==> config.mk <==
export PLATFORM = sky130hd
export DESIGN_NAME = pipe_skid_stage
export DESIGN_NICKNAME = d
export VERILOG_FILES = /design/src/rtl/pipe_skid_stage.sv
export SDC_FILE = /design/constraint.sdc
export NUM_CORES = 1
export LEC_CHECK = 0
export CAP_MARGIN = 40
export CORE_MARGIN = 1.5
export CORE_UTILIZATION = 30
export CTS_CLUSTER_DIAMETER = 50
export CTS_CLUSTER_SIZE = 20
export DETAILED_ROUTE_END_ITERATION = 10
export DONT_BUFFER_PORTS = 1
export SYNTH_ARGS = -nofsm -noshare
export SYNTH_HDL_FRONTEND = slang
export SYNTH_SLANG_ARGS = --single-unit
==> constraint.sdc <==
create_clock -name clk -period 2.47 [get_ports clk]
set_input_delay 0.1235 -clock clk [delete_from_list [all_inputs] [get_ports clk]]
set_output_delay 0.1235 -clock clk [all_outputs]
set_load 0.005 [all_outputs]
==> src/rtl/pipe_skid_stage.sv <==
// Valid/ready pipeline stage with a two-entry skid buffer, synchronous flush
// and a saturating counter of items squashed by flush.
module pipe_skid_stage #(
  parameter int WIDTH = 8,
  parameter int CNTW  = 8
) (
  input  logic             clk,
  input  logic             reset,
  input  logic             Flush,
  input  logic             InValid,
  output logic             InReady,
  input  logic [WIDTH-1:0] InData,
  output logic             OutValid,
  input  logic             OutReady,
  output logic [WIDTH-1:0] OutData,
  output logic [1:0]       Occupancy,
  output logic [CNTW-1:0]  DropCnt
);

  logic             main_vld_q, main_vld_d;
  logic             skid_vld_q, skid_vld_d;
  logic [WIDTH-1:0] main_data_q, main_data_d;
  logic [WIDTH-1:0] skid_data_q, skid_data_d;
  logic [CNTW-1:0]  drop_cnt_q, drop_cnt_d;
  logic             accept, take;
  logic [1:0]       dropped;

  function automatic logic [CNTW-1:0] sat_add(input logic [CNTW-1:0] a,
                                               input logic [1:0]      b);
    logic [CNTW:0] sum;
    sum = {1'b0, a} + {{(CNTW-1){1'b0}}, b};
    return sum[CNTW] ? {CNTW{1'b1}} : sum[CNTW-1:0];
  endfunction

  // Handshakes depend only on registered state, so ready/valid never see a
  // combinational path from the neighbouring stages.
  assign InReady   = ~skid_vld_q;
  assign OutValid  = main_vld_q;
  assign OutData   = main_data_q;
  assign Occupancy = {1'b0, main_vld_q} + {1'b0, skid_vld_q};
  assign DropCnt   = drop_cnt_q;

  assign accept  = InValid & ~skid_vld_q;
  assign take    = main_vld_q & OutReady;
  assign dropped = {1'b0, main_vld_q & ~take} + {1'b0, skid_vld_q} + {1'b0, accept};

  always_comb begin
    main_vld_d  = main_vld_q;
    skid_vld_d  = skid_vld_q;
    main_data_d = main_data_q;
    skid_data_d = skid_data_q;
    drop_cnt_d  = drop_cnt_q;
    if (Flush) begin
      main_vld_d  = 1'b0;
      skid_vld_d  = 1'b0;
      main_data_d = '0;
      skid_data_d = '0;
      drop_cnt_d  = sat_add(drop_cnt_q, dropped);
    end else begin
      case ({skid_vld_q, main_vld_q})
        2'b00: begin
          if (accept) begin
            main_vld_d  = 1'b1;
            main_data_d = InData;
          end
        end
        2'b01: begin
          if (accept && take) begin
            main_data_d = InData;
          end else if (accept) begin
            skid_vld_d  = 1'b1;
            skid_data_d = InData;
          end else if (take) begin
            // Main data is zeroed on the way to empty so OutData reads 0.
            main_vld_d  = 1'b0;
            main_data_d = '0;
          end
        end
        2'b11: begin
          if (take) begin
            main_data_d = skid_data_q;
            skid_vld_d  = 1'b0;
            skid_data_d = '0;
          end
        end
        default: begin
          main_vld_d  = 1'b0;
          skid_vld_d  = 1'b0;
          main_data_d = '0;
          skid_data_d = '0;
        end
      endcase
    end
  end

  always_ff @(posedge clk or posedge reset) begin
    if (reset) begin
      main_vld_q  <= 1'b0;
      skid_vld_q  <= 1'b0;
      main_data_q <= '0;
      skid_data_q <= '0;
      drop_cnt_q  <= '0;
    end else begin
      main_vld_q  <= main_vld_d;
      skid_vld_q  <= skid_vld_d;
      main_data_q <= main_data_d;
      skid_data_q <= skid_data_d;
      drop_cnt_q  <= drop_cnt_d;
    end
  end

endmodule

Word-level counts from Yosys, hierarchy flattened
Cells that the tools add are included. W data, S select, Z words.

Input port bits: 13. Word-level logic and storage cells: 51. Output and inout port bits: 20. Bits in registers: 26.

Reductions and logical operators: 5. Add/subtract/negate cells: 4. Muxes and demuxes: 20. Equality and inequality tests: 12. Bitwise logic cells: 5.

Operator list (count): $mux W8 (9); $pmux W8 S3 (2); $ne A3 B3 Y1 const B (6); $add A8 B2 Y9 (1); $ne A4 B4 Y1 const B (2); $reduce_and A4 Y1 (2); $mux W1 (7); $pmux W1 S3 (2); $reduce_and A5 Y1 (1); $add A1 B1 Y2 (2); $ne A2 B2 Y1 const B (2); $and A1 B1 Y1 (3); $add A2 B1 Y2 (1); $eq A2 B1 Y1 const B (1); $eq A2 B2 Y1 const B (1); $logic_not A2 Y1 (1); $not A1 Y1 (2); $logic_and A1 B1 Y1 (1).

Logic depth before layout (Yosys ltp)
Word-level depth: 7. Gate-level depth with buffers: 9. Gate-level depth less buffers: 9.

Worst setup path before layout
Ideal clock, no wire load.

Path type: reg-to-reg. From: register main_vld_q, in the netlist OutValid. To: register drop_cnt_q[6], in the netlist DropCnt[6]. Required time: 2.347 ns. Stages on the path, launching flop included: 10. Library setup time: 0.123 ns. Path buffers: 0. Period minus slack after synthesis: 2.390 ns. Data arrival time: 2.267 ns. Path slack: 0.080 ns. Path through: dfrtp_1 -> inv_1 -> nor2_1 -> fa_1 -> ha_1 -> fa_1 -> and3_1 -> and3_1 -> a21oi_1 -> a21oi_1.

Cells in the longest elaborated chain, start to end: 7.

RTL lines: start, declared (line 20) `logic main_vld_q, main_vld_d;`; start signal, assigned (line 104) `main_vld_q <= main_vld_d;`; $and A1 B1 Y1 (line 44) `assign take = main_vld_q & OutReady;`; $not A1 Y1 (line 45) `assign dropped = {1'b0, main_vld_q & ~take} + {1'b0, skid_vld_q} + {1'b0, accept};`; $and A1 B1 Y1 * (line 45); $add A1 B1 Y2 * (line 45); $add A2 B1 Y2 * (line 45); $add A8 B2 Y9 * (line 31) `sum = {1'b0, a} + {{(CNTW-1){1'b0}}, b};`; $mux W8 * (line 32) `return sum[CNTW] ? {CNTW{1'b1}} : sum[CNTW-1:0];`; end signal, assigned (line 108) `drop_cnt_q <= drop_cnt_d;`; end, declared (line 24) `logic [CNTW-1:0] drop_cnt_q, drop_cnt_d;`.

Every way passes the cells marked *; elsewhere a longest branch is shown, timed or not. A chain may end at the register's enable or synchronous reset.

Final worst setup path
Same ends and word-level chain as after synthesis.

==> impl_metrics.tcl <==
set metrics [dict create \
    min_period_ns 2.36 \
    fin_cells 222 \
    cts_tree "yes" \
    p_sw_share_pct 37.8 \
    drive_above_1_share_pct 14.8 \
    final_util_pct 36.7 \
    syn_to_final_growth_pct 16.9 \
    synth_top_area_share_pct 43.6 \
    port_buffers 0 \
    grt_pass1_vias 1146 \
    gp_congestion 0.879 \
    core_um2 4750 \
    grt_first_pass_wirelength_um 5490 \
    start_kind "register" \
    rows 25 \
    synthFlopType "dfrtp_1" \
    leakagePower_nw 0.795 \
    design_area_um2 1750 \
    fin_ws_ns 0.110 \
    clockBufferDepth 2 \
    die_area_um2 5410 \
    ant_nets 0 \
    finalSetupTns_ns 0 \
    hp-class "in2reg" \
    pre_cts_ws_ns 0.0928 \
    fin_nets 177 \
    maxSlewViolCount 0 \
    root_buffer "clkbuf_8" \
    synth_common_cells "dfrtp_1, nand2_1, inv_1, mux2i_1, a21oi_1" \
    path_clk_slew_ns 0.09 \
    arrival_ns 2.52 \
    die_w_um 73.5 \
    cts_sinks 26 \
    synth_nets 165 \
    setup_viol 0 \
    finalCritPeriodShare_pct 95.5 \
    yosys_warnings 0 \
    path_max_fanout 3 \
    ioPinCount 33 \
    tightest_slew_ns 0.643 \
    setup.worst_path.class "reg2reg" \
    rrSetupSlack_ns 0.11 \
    async_reset_ff_share_pct 100 \
    wire_per_inst_um 14.9 \
    synth_area_um2 1490 \
    cts_buffers 3 \
    yosysTopAreaCell "dfrtp_1" \
    p_per_area_nw_per_um2 899 \
    rsz0062_at_grt "false" \
    n_antenna_cell 0 \
    synth.area.top_cells "dfrtp_1, mux2i_1, ha_1, nand2_1, mux2_2" \
    synth_seq_cells 26 \
    placed_area_um2 1580 \
    status "finished clean" \
    syn_avg_cell_area_um2 10.4 \
    hold_viol 0 \
    p_seq_share_pct 44.2 \
    dr.first_iter.drc_count 81 \
    cts_setup_buffers 0 \
    htree_levels 1 \
    switchingPower_uw 593 \
    clockPowerShare_pct 17.6 \
    overflow 0 \
    dpl.cell_count 208 \
    hold_slack_ns 0.0428 \
    total_power_mw 1.57 \
    p_int_uw 976 \
    comb_power_share_pct 38.2 \
    synth_edf_count 0 \
    fmax_ghz 0.424 \
    dpl.hpwl_um 2480 \
    die_y_um 73.5 \
    vias 1092 \
    viasPerCell 4.92 \
    synthDistinctLibCells 37 \
    yosysSeqAreaShare_pct 43.6 \
    maxSlewHeadroom_pct 57.0 \
    critPathRequiredTime_ns 2.63 \
    insertion_delay_ns 0.27 \
    end_kind "register" \
    grt_max_degree 19 \
    yosysMostFrequentCell "dfrtp_1" \
    irDropWorstVdd_v 0.000268 \
    cap_violations 0 \
    finalWirelength_um 3310 \
    initial_core_util_pct 31.4 \
    drcViolationCount 0 \
    syn_inst 144 \
    grt_util_all_layers_pct 13.3 \
    antenna_found_initial 0 \
    dr.pass1.iters 4 \
    finalClockSkew_ns 0.00160 \
]
==> critical path: stages (launching register included) <==
cell and delay [ns]:
dfrtp_1 0.40, inv_1 0.12, nor2_2 0.06, fa_1 0.44
ha_1 0.23, fa_2 0.36, and3_1 0.22, and3_1 0.22
a21oi_1 0.15, a21oi_1 0.05
==> routing by layer <==
layer | part of all wire, % | track usage [%]
met5 | 0 | 0
met4 | 1.7 | 4.94
met3 | 3.6 | 2.61
met2 | 51 | 21.2
met1 | 44 | 17.7
==> path summary, 6_finish.rpt <==
path                                       startpoint                          to  cells after the start
setup / recovery                 OutValid$_DFFE_PP0P_      DropCnt[6]$_DFFE_PP0P_                      9
min in group asynchronous                       reset      DropCnt[4]$_DFFE_PP0P_                      2
max in group asynchronous                       reset      OutData[4]$_DFFE_PP0P_                      3
hold reg to reg            skid_data_q[1]$_DFFE_PP0P_  skid_data_q[1]$_DFFE_PP0P_                      2
hold / removal                                  Flush      DropCnt[2]$_DFFE_PP0P_                      2
setup reg to reg                 OutValid$_DFFE_PP0P_      DropCnt[6]$_DFFE_PP0P_                      9
==> power by group through the flow <==
stage | logic, mW | clock network, mW | registers [mW]
5_1_grt | 0.683 | 0.302 | 0.718
2_1_floorplan | 0.473 | 0 | 0.669
3_3_place_gp | 0.552 | 0 | 0.698
6_report | 0.599 | 0.276 | 0.694
3_5_place_dp | 0.586 | 0 | 0.700
4_1_cts | 0.598 | 0.281 | 0.695
==> layout make-up <==
class	instances	area [µm²]
well taps	67	83.8
inverters	13	48.8
flip-flops and latches	26	651
clock buffers	4	55.1
multi-input cells	99	764
repair buffers	13	143
fillers	493	3010
==> cell families (layout without fill, tap and decap cells) <==
logic type / count (synthesis) / after routing / synth area share (%)
adders and majority gates: 8 / 8 / 7.71
DFF: 26 / 26 / 43.6
muxes: 17 / 17 / 12.2
and+or+nand+nor: 41 / 41 / 13.7
xor gates and xnor gates: 2 / 2 / 1.17
buffers and inverters: 19 / 30 / 5.70
AOI/OAI and AO/OA: 31 / 31 / 15.9
==> sequential cells by signal, indices dropped and copies added, names as in the netlist <==
| name | count |
|---|---|
| OutValid | 1 |
| skid_vld_q | 1 |
| skid_data_q | 8 |
| OutData | 8 |
| DropCnt | 8 |
==> cell usage in the layout, fill, tap and decap left out, types with 2 or more instances in the layout <==
cell / count
dfrtp_1: 26
nand2_1: 18
inv_1: 13
mux2i_1: 10
dlygate4sd3_1: 10
a21oi_1: 7
a22oi_1: 6
o2bb2ai_1: 6
mux2_2: 6
ha_1: 6
nor2_1: 5
a22o_1: 4
clkbuf_8: 4
nor3_1: 3
and3_1: 3
nor2b_1: 2
nand3_1: 2
nor2_2: 2
xnor2_1: 2
buf_4: 2
==> timing repair <==
item                       CTS  global route
setup endpoints to repair    0             5
hold buffers                10             0
hold endpoints to repair    19             0
gates resized for setup      0             3
Note: power is estimated with default switching activity, not from simulation.
